$ cat src/rtl/seq_hit_counter.sv
// Windowed hit counter: counts z pulses over WINDOW qualified bit-times and
// publishes each window's count through a one-entry valid/ready output register.
module seq_hit_counter #(
    parameter int WINDOW = 8,
    parameter int CNT_W  = 4
) (
    input  logic             clk,
    input  logic             rst,
    input  logic             en,
    input  logic             z,
    output logic [CNT_W-1:0] count_out,
    output logic             count_valid,
    input  logic             count_ready,
    output logic             overrun,
    input  logic             clr_overrun
);
    localparam int BW = (WINDOW > 1) ? $clog2(WINDOW) : 1;
    localparam logic [BW-1:0]    LAST = BW'(WINDOW - 1);
    localparam logic [CNT_W-1:0] SAT  = '1;

    typedef enum logic {EMPTY, FULL} state_t;

    state_t           state_q, state_d;
    logic [BW-1:0]    bit_q, bit_d;
    logic [CNT_W-1:0] hit_q, hit_d;
    logic [CNT_W-1:0] out_q, out_d;
    logic             ovr_q, ovr_d;
    logic             close;
    logic [CNT_W-1:0] hit_next;

    // hit_next already folds in the current bit, so on close it is the window result
    always_comb begin
        close    = en && (bit_q == LAST);
        hit_next = (en && z && (hit_q != SAT)) ? hit_q + 1'b1 : hit_q;
        bit_d    = bit_q;
        hit_d    = hit_q;
        if (en) begin
            if (close) begin
                bit_d = '0;
                hit_d = '0;
            end else begin
                bit_d = bit_q + 1'b1;
                hit_d = hit_next;
            end
        end
    end

    always_comb begin
        state_d = state_q;
        out_d   = out_q;
        ovr_d   = ovr_q && !clr_overrun;
        case (state_q)
            EMPTY: begin
                if (close) begin
                    out_d   = hit_next;
                    state_d = FULL;
                end
            end
            FULL: begin
                if (close) begin
                    // A stalled consumer loses the new result; set beats clear
                    if (count_ready) out_d = hit_next;
                    else             ovr_d = 1'b1;
                end else if (count_ready) begin
                    state_d = EMPTY;
                end
            end
            default: state_d = EMPTY;
        endcase
    end

    always_ff @(posedge clk or posedge rst) begin
        if (rst) begin
            state_q <= EMPTY;
            bit_q   <= '0;
            hit_q   <= '0;
            out_q   <= '0;
            ovr_q   <= 1'b0;
        end else begin
            state_q <= state_d;
            bit_q   <= bit_d;
            hit_q   <= hit_d;
            out_q   <= out_d;
            ovr_q   <= ovr_d;
        end
    end

    assign count_out   = out_q;
    assign count_valid = (state_q == FULL);
    assign overrun     = ovr_q;
endmodule

$ cat config.mk
export PLATFORM = sky130hd
export DESIGN_NAME = seq_hit_counter
export DESIGN_NICKNAME = d
export VERILOG_FILES = /design/src/rtl/seq_hit_counter.sv
export SDC_FILE = /design/constraint.sdc
export NUM_CORES = 1
export LEC_CHECK = 0
export CAP_MARGIN = 5
export CORE_UTILIZATION = 45
export CTS_BUF_LIST = sky130_fd_sc_hd__clkbuf_16
export CTS_CLUSTER_SIZE = 28
export DETAILED_ROUTE_END_ITERATION = 6
export GPL_TIMING_DRIVEN = 1
export PLACE_DENSITY = 0.78
export SLEW_MARGIN = 25
export SYNTH_ARGS = -nofsm -noshare
export SYNTH_HDL_FRONTEND = slang
export SYNTH_SLANG_ARGS = --single-unit
$ cat constraint.sdc
create_clock -name clk -period 1.99 [get_ports clk]
set_input_delay 0.199 -clock clk [delete_from_list [all_inputs] [get_ports clk]]
set_output_delay 0.199 -clock clk [all_outputs]
set_load 0.02 [all_outputs]
==> results of run 1 <==
[state kept, by name, indices dropped and copies added, names as in the netlist]
signal and count:
overrun 1, hit_q 4, bit_q 3, count_out 4, count_valid 1
[logic make-up after synthesis]
family / after synthesis / share of synthesized area (%)
and+or+nand+nor: 21 / 16.3
adders and majority gates: 3 / 5.55
DFF: 13 / 48.1
buffers and inverters: 7 / 4.07
AOI/OAI and AO/OA: 23 / 22.7
muxes: 2 / 3.33
[power by group through the flow]
stage / sequential (W) / clock [W] / combinational (W)
CTS: 0.000457 / 0.000386 / 0.000543
detailed placement: 0.000458 / 0 / 0.000534
finish: 0.000457 / 0.000377 / 0.000539
floorplan: 0.000501 / 0 / 0.000306
global route: 0.000476 / 0.000399 / 0.000611
global placement: 0.000456 / 0 / 0.000526
[final cells by class]
class                      count  area, sq um
clock buffer                   3         75.1
multi-input combinational     49          324
timing repair buffer          12          118
tap                           15         18.8
sequential                    13          325
fill                         103          463
inverter                       6         22.5
clock inverter                 1         3.75
[layout by cell type (no fill, tap or decap)]
cell and instances:
o31ai_1 2, o21ai_0 7, buf_4 1, a311oi_1 1
nor3_1 1, clkbuf_16 3, a41oi_1 1, a2bb2oi_1 1
inv_1 7, nor2_1 2, nand2b_1 3, ha_1 3
and2_1 1, nand3b_1 1, o311ai_0 1, o32a_1 2
mux2_2 2, nand2_1 5, o22ai_1 2, dfrtp_1 13
a21oi_1 2, and3_1 1, a31oi_1 3, nor4_1 1
o21a_1 1, or3_1 1, clkdlybuf4s50_1 11, nand2_2 1
nor2b_1 1, nand3_1 3
[stage by stage]
| stage | std cells | total power (W) | hold WS [ns] |
|---|---|---|---|
| 2_1_floorplan | 69 | 0.000807 | 0.0760 |
| 3_3_place_gp | 95 | 0.000982 | 0.500 |
| 3_5_place_dp | 95 | 0.000992 | 0.504 |
| 4_1_cts | 99 | 0.00139 | 0.303 |
| 5_1_grt | 99 | 0.00149 | 0.361 |
| 6_report | 99 | 0.00137 | 0.284 |
[cell usage after synthesis]
master     count  area [sq um]
a21oi_1        2          10.0
a2bb2oi_1      1          8.76
a311oi_1       1          8.76
a31oi_1        3          18.8
a41oi_1        1          8.76
and2_1         1          6.26
and3_1         1          6.26
buf_2          1          5.00
dfrtp_1       13           325
ha_1           3          37.5
inv_1          6          22.5
mux2_2         2          22.5
nand2_1        5          18.8
nand2_2        1          6.26
nand2b_1       3          18.8
nand3_1        3          15.0
nand3b_1       1          7.51
nor2_1         2          7.51
nor2b_1        1          6.26
nor3_1         1          5.00
nor4_1         1          6.26
o21a_1         1          7.51
o21ai_0        7          35.0
o22ai_1        2          12.5
o311ai_0       1          8.76
o31ai_1        2          15.0
o32a_1         2          20.0
or3_1          1          6.26
[per-layer routing]
| metal | share of wire (%) | vias to the layer above |
|---|---|---|
| met5 | 0 | - |
| met4 | 4.1 | 0 |
| met3 | 6.5 | 7 |
| met2 | 45 | 26 |
| met1 | 44 | 266 |
| li1 | - | 291 |
[worst max path at each step]
| stage | cells after the start | startpoint | slack, ns | end |
|---|---|---|---|---|
| after floorplan | 5 | bit_q[0] | 0.60 | hit_q[3] |
| after global placement | 5 | en | 0.42 | count_out[1] |
| after detailed placement | 5 | en | 0.38 | count_out[1] |
| after CTS | 5 | bit_q[0] | 0.44 | count_out[1] |
| after global routing | 5 | bit_q[0] | 0.28 | count_out[1] |
| final | 5 | bit_q[0] | 0.48 | count_out[1] |
==> metrics.yaml, run 1 <==
drv_slew: 0
worstReg2RegStart: "bit_q[0]"
clk_pin_slew_ns: 0.05
use_met3_pct: 10.9
relSlewSlack_pct: 67.0
syn-cell-area_sq_um: 677
htree_levels: 1
powerDensity_nw_per_um2: 1550
grt_use_total_pct: 23.6
fin_area_sq_um: 887
first_pass_iters: 4
ctsLongestPathBuffers: 2
outcome: "complete, no violations"
skew_ns: 0.00347
row_count: 13
grt.overflow.total: 0
fin_crit_ns: 1.51
fmax_mhz: 663
drc: 0
fp.coreArea_sq_um: 1350
ys_seq_elements: 13
grt_pass1_vias: 589
path_class: "flip-flop to flip-flop"
ant_nets: 0
tns_ns: 0
place_ws_ns: 0.379
arrival_ns: 1.63
numCtsBuffers: 3
setup_viol: 0
p_leak_nw: 0.381
dieArea_sq_um: 1660
synth-warning-count: 0
ir_drop_mv: 0.831
vias_per_cell: 5.96
busiest_layer: "met2"
power_switching_w: 0.000480
dp_hpwl_microns: 950
cp_common_cell: "ha_1"
cts_tree: "done"
cp_top_family: "adder cells"
placed_cell_area_sq_um: 808
cts-root-buf: "clkbuf_16"
r2r-end: "count_out[1]"
grt_pass1_wl_microns: 2420
routedWlPerCell_microns: 13.9
cp_num_buf_inv: 0
p_clk_share_pct: 27.5
routed_wl_microns: 1380
use_met1_pct: 24.9
share_comb_of_total_power_pct: 39.3
antenna_found_initial: 0
intPower_w: 0.000893
vias: 590
p_seq_share_pct: 33.3
syn_avg_cell_area_sq_um: 9.81
crit_path_max_fanout: 8
groute.layer.met2.usage_pct: 35.2
critPathSlowestCell: "dfrtp_1"
fp.dieH_microns: 40.8
critPathMaxStageDelay_ns: 0.35
synth_cell_type_count: 28
clock-sinks: 13
num_io_pins: 12
antennaDiodeCount: 0
syn2layout_area_growth_pct: 31.1
nets: 94
clk_latency_ns: 0.24
holdCritPathClass: "input pin to async pin"
gp_congestion: 0.840
critPathCaptureType: "flip-flop"
setup_ws_ns: 0.481
grt_max_degree: 14
cp_cell_sequence: "ha_1 > ha_1 > nand2_1 > a311oi_1 > a2bb2oi_1"
reg2reg_setup_slack_ns: 0.48
synth_nets: 78
timing.final.crit_share_pct: 75.8
cts_resized: 0
rsz0062_at_grt: "no"
hold_viol_final: 0
drt_iter0_drc: 14
swShare_pct: 34.9
port_buffers: 11
rr_worst_depth: 5
utilization_pct: 65.7
die_w_microns: 40.8
start_kind: "flip-flop"
ys_seq_area_share_pct: 48.1
drv_cap: 0
synthCells: 69
start_util_pct: 50.1
ctsHoldBuffers: 0
drive_above_1_share_pct: 8.33
postCtsSetupBuffers: 0
worst_ep_required_time_ns: 2.11
tightest_slew_ns: 0.494
Note: power is estimated with default switching activity, not from simulation.
==> inputs of run 2 (changes only) <==
CORE_UTILIZATION = 44   (was 45)
PLACE_DENSITY = 0.79   (was 0.78)
clock period = 1.2 ns   (was 1.99 ns; I/O delays follow)
==> run 2 against run 1 <==
The run now ends with negative setup slack left. Critical path depth unchanged. Highest routed layer unchanged. Global-route usage up 2.4 points. Wire length is 33% higher. Die area grew 2.1%. Clock power increased by 65%. Design area rose by 19%. Largest cell class is now multi-input gates. Critical path type unchanged.
==> metrics.yaml, run 2 (synthesized netlist as in run 1, its figures left out) <==
ctsHoldBuffers: 0
dieArea_sq_um: 1700
port_buffers: 11
cp-startpoint: "bit_q[0]"
vias: 693
hold_viol_final: 0
arrival_ns: 1.52
grt_max_degree: 14
critPathSlowestCell: "dfrtp_1"
cp_common_cell: "ha_4"
row_count: 13
routed_wl_microns: 1830
routedWlPerCell_microns: 16.3
skew_ns: 0.00488
drv_cap: 0
fp.coreArea_sq_um: 1370
cp_cell_sequence: "ha_4 > ha_4 > nand3b_1 > o32a_1 > o21ai_1"
dp_hpwl_microns: 1220
relSlewSlack_pct: 74.1
drt_iter0_drc: 17
grt.overflow.total: 0
critPathMaxStageDelay_ns: 0.40
worstReg2RegStart: "bit_q[0]"
tightest_slew_ns: 0.388
utilization_pct: 77.6
start_util_pct: 49.5
timing.final.crit_share_pct: 113
cp_num_buf_inv: 0
clk_pin_slew_ns: 0.05
violations: "negative setup slack"
die_w_microns: 41.2
p_total_w: 0.00267
cts-root-buf: "clkbuf_16"
setup_viol: 11
gp_congestion: 0.901
num_io_pins: 12
clock-sinks: 13
clk_latency_ns: 0.24
final_cell_mix: "dfrtp_1, buf_4, inv_1, dlygate4sd2_1"
grt_use_total_pct: 26.0
fmax_mhz: 734
hold_slack_ns: 0.175
start_kind: "flip-flop"
ctsLongestPathBuffers: 2
fp.dieH_microns: 41.2
critPathCaptureType: "flip-flop"
ir_drop_mv: 1.36
drc: 0
antennaDiodeCount: 0
cp_top_family: "flip-flops"
antenna_found_initial: 0
setup_ws_ns: -0.162
ant_nets: 0
nets: 107
rsz0062_at_grt: "yes"
numCtsBuffers: 3
vias_per_cell: 6.19
p_leak_nw: 0.471
fin_crit_ns: 1.36
outcome: "complete, but fails checks"
syn2layout_area_growth_pct: 56.6
grt_pass1_vias: 633
grt_pass1_wl_microns: 2750
first_pass_iters: 4
n_fill_cell: 91
worst_ep_required_time_ns: 1.36
htree_levels: 1
crit_path_max_fanout: 6
drive_above_1_share_pct: 34.0
cts_tree: "done"
powerDensity_nw_per_um2: 2520
holdCritPathClass: "input pin to async pin"
path_class: "flip-flop to flip-flop"
drv_slew: 0
[run 2: cell types whose count changed in the layout (fill, tap and decap cells not counted), sizes merged]
| cell | delta |
|---|---|
| buf | +13 |
| dlygate4sd2 | +6 |
| clkdlybuf4s50 | -6 |
[run 2: final timing paths]
path	end	slack (ns)	depth (start not counted)
setup reg to reg	hit_q[1]	-0.16	5
hold reg to reg	count_out[2]	0.50	2
max in group asynchronous	count_out[2]	0.85	3
min in group clk	overrun	0.45	2
setup / recovery	hit_q[1]	-0.16	5
hold / removal	overrun	0.18	3
[run 2: area by class of cell]
type	count	area, sq um	share of cell area (%)
tap	15	18.8	1.77
multi-input combinational	49	400	37.8
sequential	13	325	30.7
clock inverter	1	3.75	0.354
inverter	6	25.0	2.36
timing repair buffer	25	211	20.0
clock buffer	3	75.1	7.08
[run 2: repair_timing]
item / 4_1_cts / 5_1_grt
pin swaps: 5 / 4
endpoints found under the setup margin: 16 / 12
endpoints found under the hold margin: 0 / 0
resized for setup: 15 / 7
gates cloned: 0 / 0
setup buffers: 2 / 0
[run 2: per-layer routing]
layer | up-vias | part of all wire [%] | GRT usage [%]
met5 | - | 0 | 0
met4 | 0 | 3.6 | 15.3
met3 | 9 | 5.9 | 4.89
met2 | 37 | 50 | 44.5
met1 | 327 | 40 | 29.7
li1 | 320 | - | -
[run 2: tightest hold or removal path, cell delays in order]
cell and delay [ns]:
clkdlybuf4s50_1 0.40, inv_1 0.05, buf_4 0.20
[run 2: report_power, final]
group | internal (W) | switching [W]
registers | 0.000623 | 0.000152
clock network | 0.000439 | 0.000181
logic | 0.000631 | 0.000641
[run 2: per-stage QoR]
stage	TNS [ns]	instance area (sq um)	instances	setup WS, ns
floorplan	-0.199	707	69	-0.0796
global placement	-1.14	921	106	-0.161
detailed placement	-1.44	921	106	-0.257
CTS	-0.985	1030	112	-0.159
global route	-1.53	1060	112	-0.209
finish	-1.02	1060	112	-0.162
==> inputs of run 3 (changes only) <==
CORE_UTILIZATION = 45   (was 44)
CTS_BUF_LIST = sky130_fd_sc_hd__clkbuf_4   (was sky130_fd_sc_hd__clkbuf_16)
PLACE_DENSITY = 0.81   (was 0.79)
==> run 3 against run 2 <==
Critical endpoint is now count_out[3]. Register-to-register slack worse by 0.04 ns. Cell count is 4.5% higher. Design area rose by 1.7%. The flow still finishes with violations (negative setup slack). Clock skew is 0.0014 ns higher. Flip-flop and latch count stayed put. Highest routed layer unchanged. Critical path depth increased by 1.
==> metrics.yaml, run 3 (synthesized netlist as in run 1, its figures left out) <==
antenna_found_initial: 0
powerDensity_nw_per_um2: 2280
busiest_layer: "met2"
clk_latency_ns: 0.29
grt_use_total_pct: 25.1
regArea_sq_um: 325
start_util_pct: 50.1
use_met1_pct: 27.3
routedWlPerCell_microns: 15.8
p_total_w: 0.00246
skew_ns: 0.00627
ctsHoldBuffers: 0
worst_ep_required_time_ns: 1.38
holdCritPathClass: "input pin to async pin"
dieArea_sq_um: 1660
relSlewSlack_pct: 79.0
rsz0062_at_grt: "yes"
routed_wl_microns: 1850
grt_pass1_vias: 602
cts-root-buf: "clkbuf_4"
drc: 0
p_leak_nw: 0.480
drt_iter0_drc: 16
fp.dieH_microns: 40.8
ant_nets: 0
die_w_microns: 40.8
gp_congestion: 0.939
htree_levels: 1
clk_pin_slew_ns: 0.08
n_fill_cell: 84
num_io_pins: 12
syn2layout_area_growth_pct: 59.1
setup_ws_ns: -0.206
drv_slew: 0
groute.layer.met2.usage_pct: 41.8
fmax_mhz: 711
ir_drop_mv: 1.61
hold_viol_final: 0
setup_viol: 11
multi_input_area_sq_um: 420
vias: 686
dp_hpwl_microns: 1140
tightest_slew_ns: 0.315
critPathCaptureType: "flip-flop"
antennaDiodeCount: 0
numCtsBuffers: 3
ctsLongestPathBuffers: 2
clock-sinks: 13
tns_ns: -1.38
vias_per_cell: 5.86
final_cell_mix: "buf_4, dfrtp_1"
crit_path_max_fanout: 5
fin_crit_ns: 1.41
fp.coreArea_sq_um: 1350
timing.final.crit_share_pct: 117
first_pass_iters: 4
cts_tree: "done"
grt_max_degree: 14
drive_above_1_share_pct: 39.2
port_buffers: 11
grt_pass1_wl_microns: 2590
violations: "negative setup slack"
start_kind: "flip-flop"
nets: 112
outcome: "complete, but fails checks"
grt.overflow.total: 0
final_common_cell: "buf_4"
row_count: 13
drv_cap: 0
use_met3_pct: 8.15
path_class: "flip-flop to flip-flop"
arrival_ns: 1.59
run 3: cell types whose count changed in the layout (fill, tap and decap cells not counted), moves of 2 or more:
cell and change:
clkbuf_16 -3, o21ai_2 -2, clkbuf_4 +4, buf_6 +2
o21ai_1 +2, buf_4 +3
run 3: per-layer routing:
layer  wire length, microns  part of all wire (%)
met5                      0                     0
met1                    801                    43
met2                    923                    50
met3                     74                   4.0
met4                     44                   2.4
run 3: final cells by class:
type / count / area share [%]
clock buffer: 4 / 2.79
tap: 15 / 1.74
inverter: 6 / 2.32
sequential: 13 / 30.2
multi-input combinational: 49 / 39.0
timing repair buffer: 30 / 23.9
run 3: per-stage QoR:
stage                     instance area [sq um]  util [%]  worst slack (ns)  hold slack (ns)  instances
after floorplan                             707         -           -0.0796         -0.00304         69
after global placement                      921      68.2            -0.183            0.425        106
after detailed placement                    921      68.2            -0.250            0.432        106
after CTS                                  1010      74.6            -0.196            0.114        115
after global routing                       1080      79.8            -0.241            0.179        117
final                                      1080      79.8            -0.206            0.120        117
run 3: what timing repair did:
action | 4_1_cts | 5_1_grt
setup buffers | 6 | 2
pin swaps | 9 | 4
gates resized for setup | 15 | 13
setup endpoints to repair | 16 | 12
run 3: power by group:
group          switching, W  leakage [nW]  total, W  internal (W)
Sequential         0.000139         0.153  0.000758      0.000620
Clock              0.000156        0.0184  0.000308      0.000152
Combinational      0.000683         0.309   0.00139      0.000709
run 3: critical path: stages, from the launching register on:
cell and delay (ns):
dfrtp_1 0.36, ha_2 0.20, ha_4 0.16, buf_4 0.13, buf_6 0.11, nand3_4 0.08, o31ai_1 0.27
run 3: final timing paths:
check,start,endpoint,slack (ns),depth (start not counted)
max in group asynchronous,rst,hit_q[0],0.91,3
setup reg to reg,bit_q[1],count_out[3],-0.21,6
setup / recovery,bit_q[1],count_out[3],-0.21,6
hold / removal,rst,overrun,0.12,3
hold reg to reg,count_out[2],count_out[2],0.51,2
min in group clk,clr_overrun,overrun,0.39,2
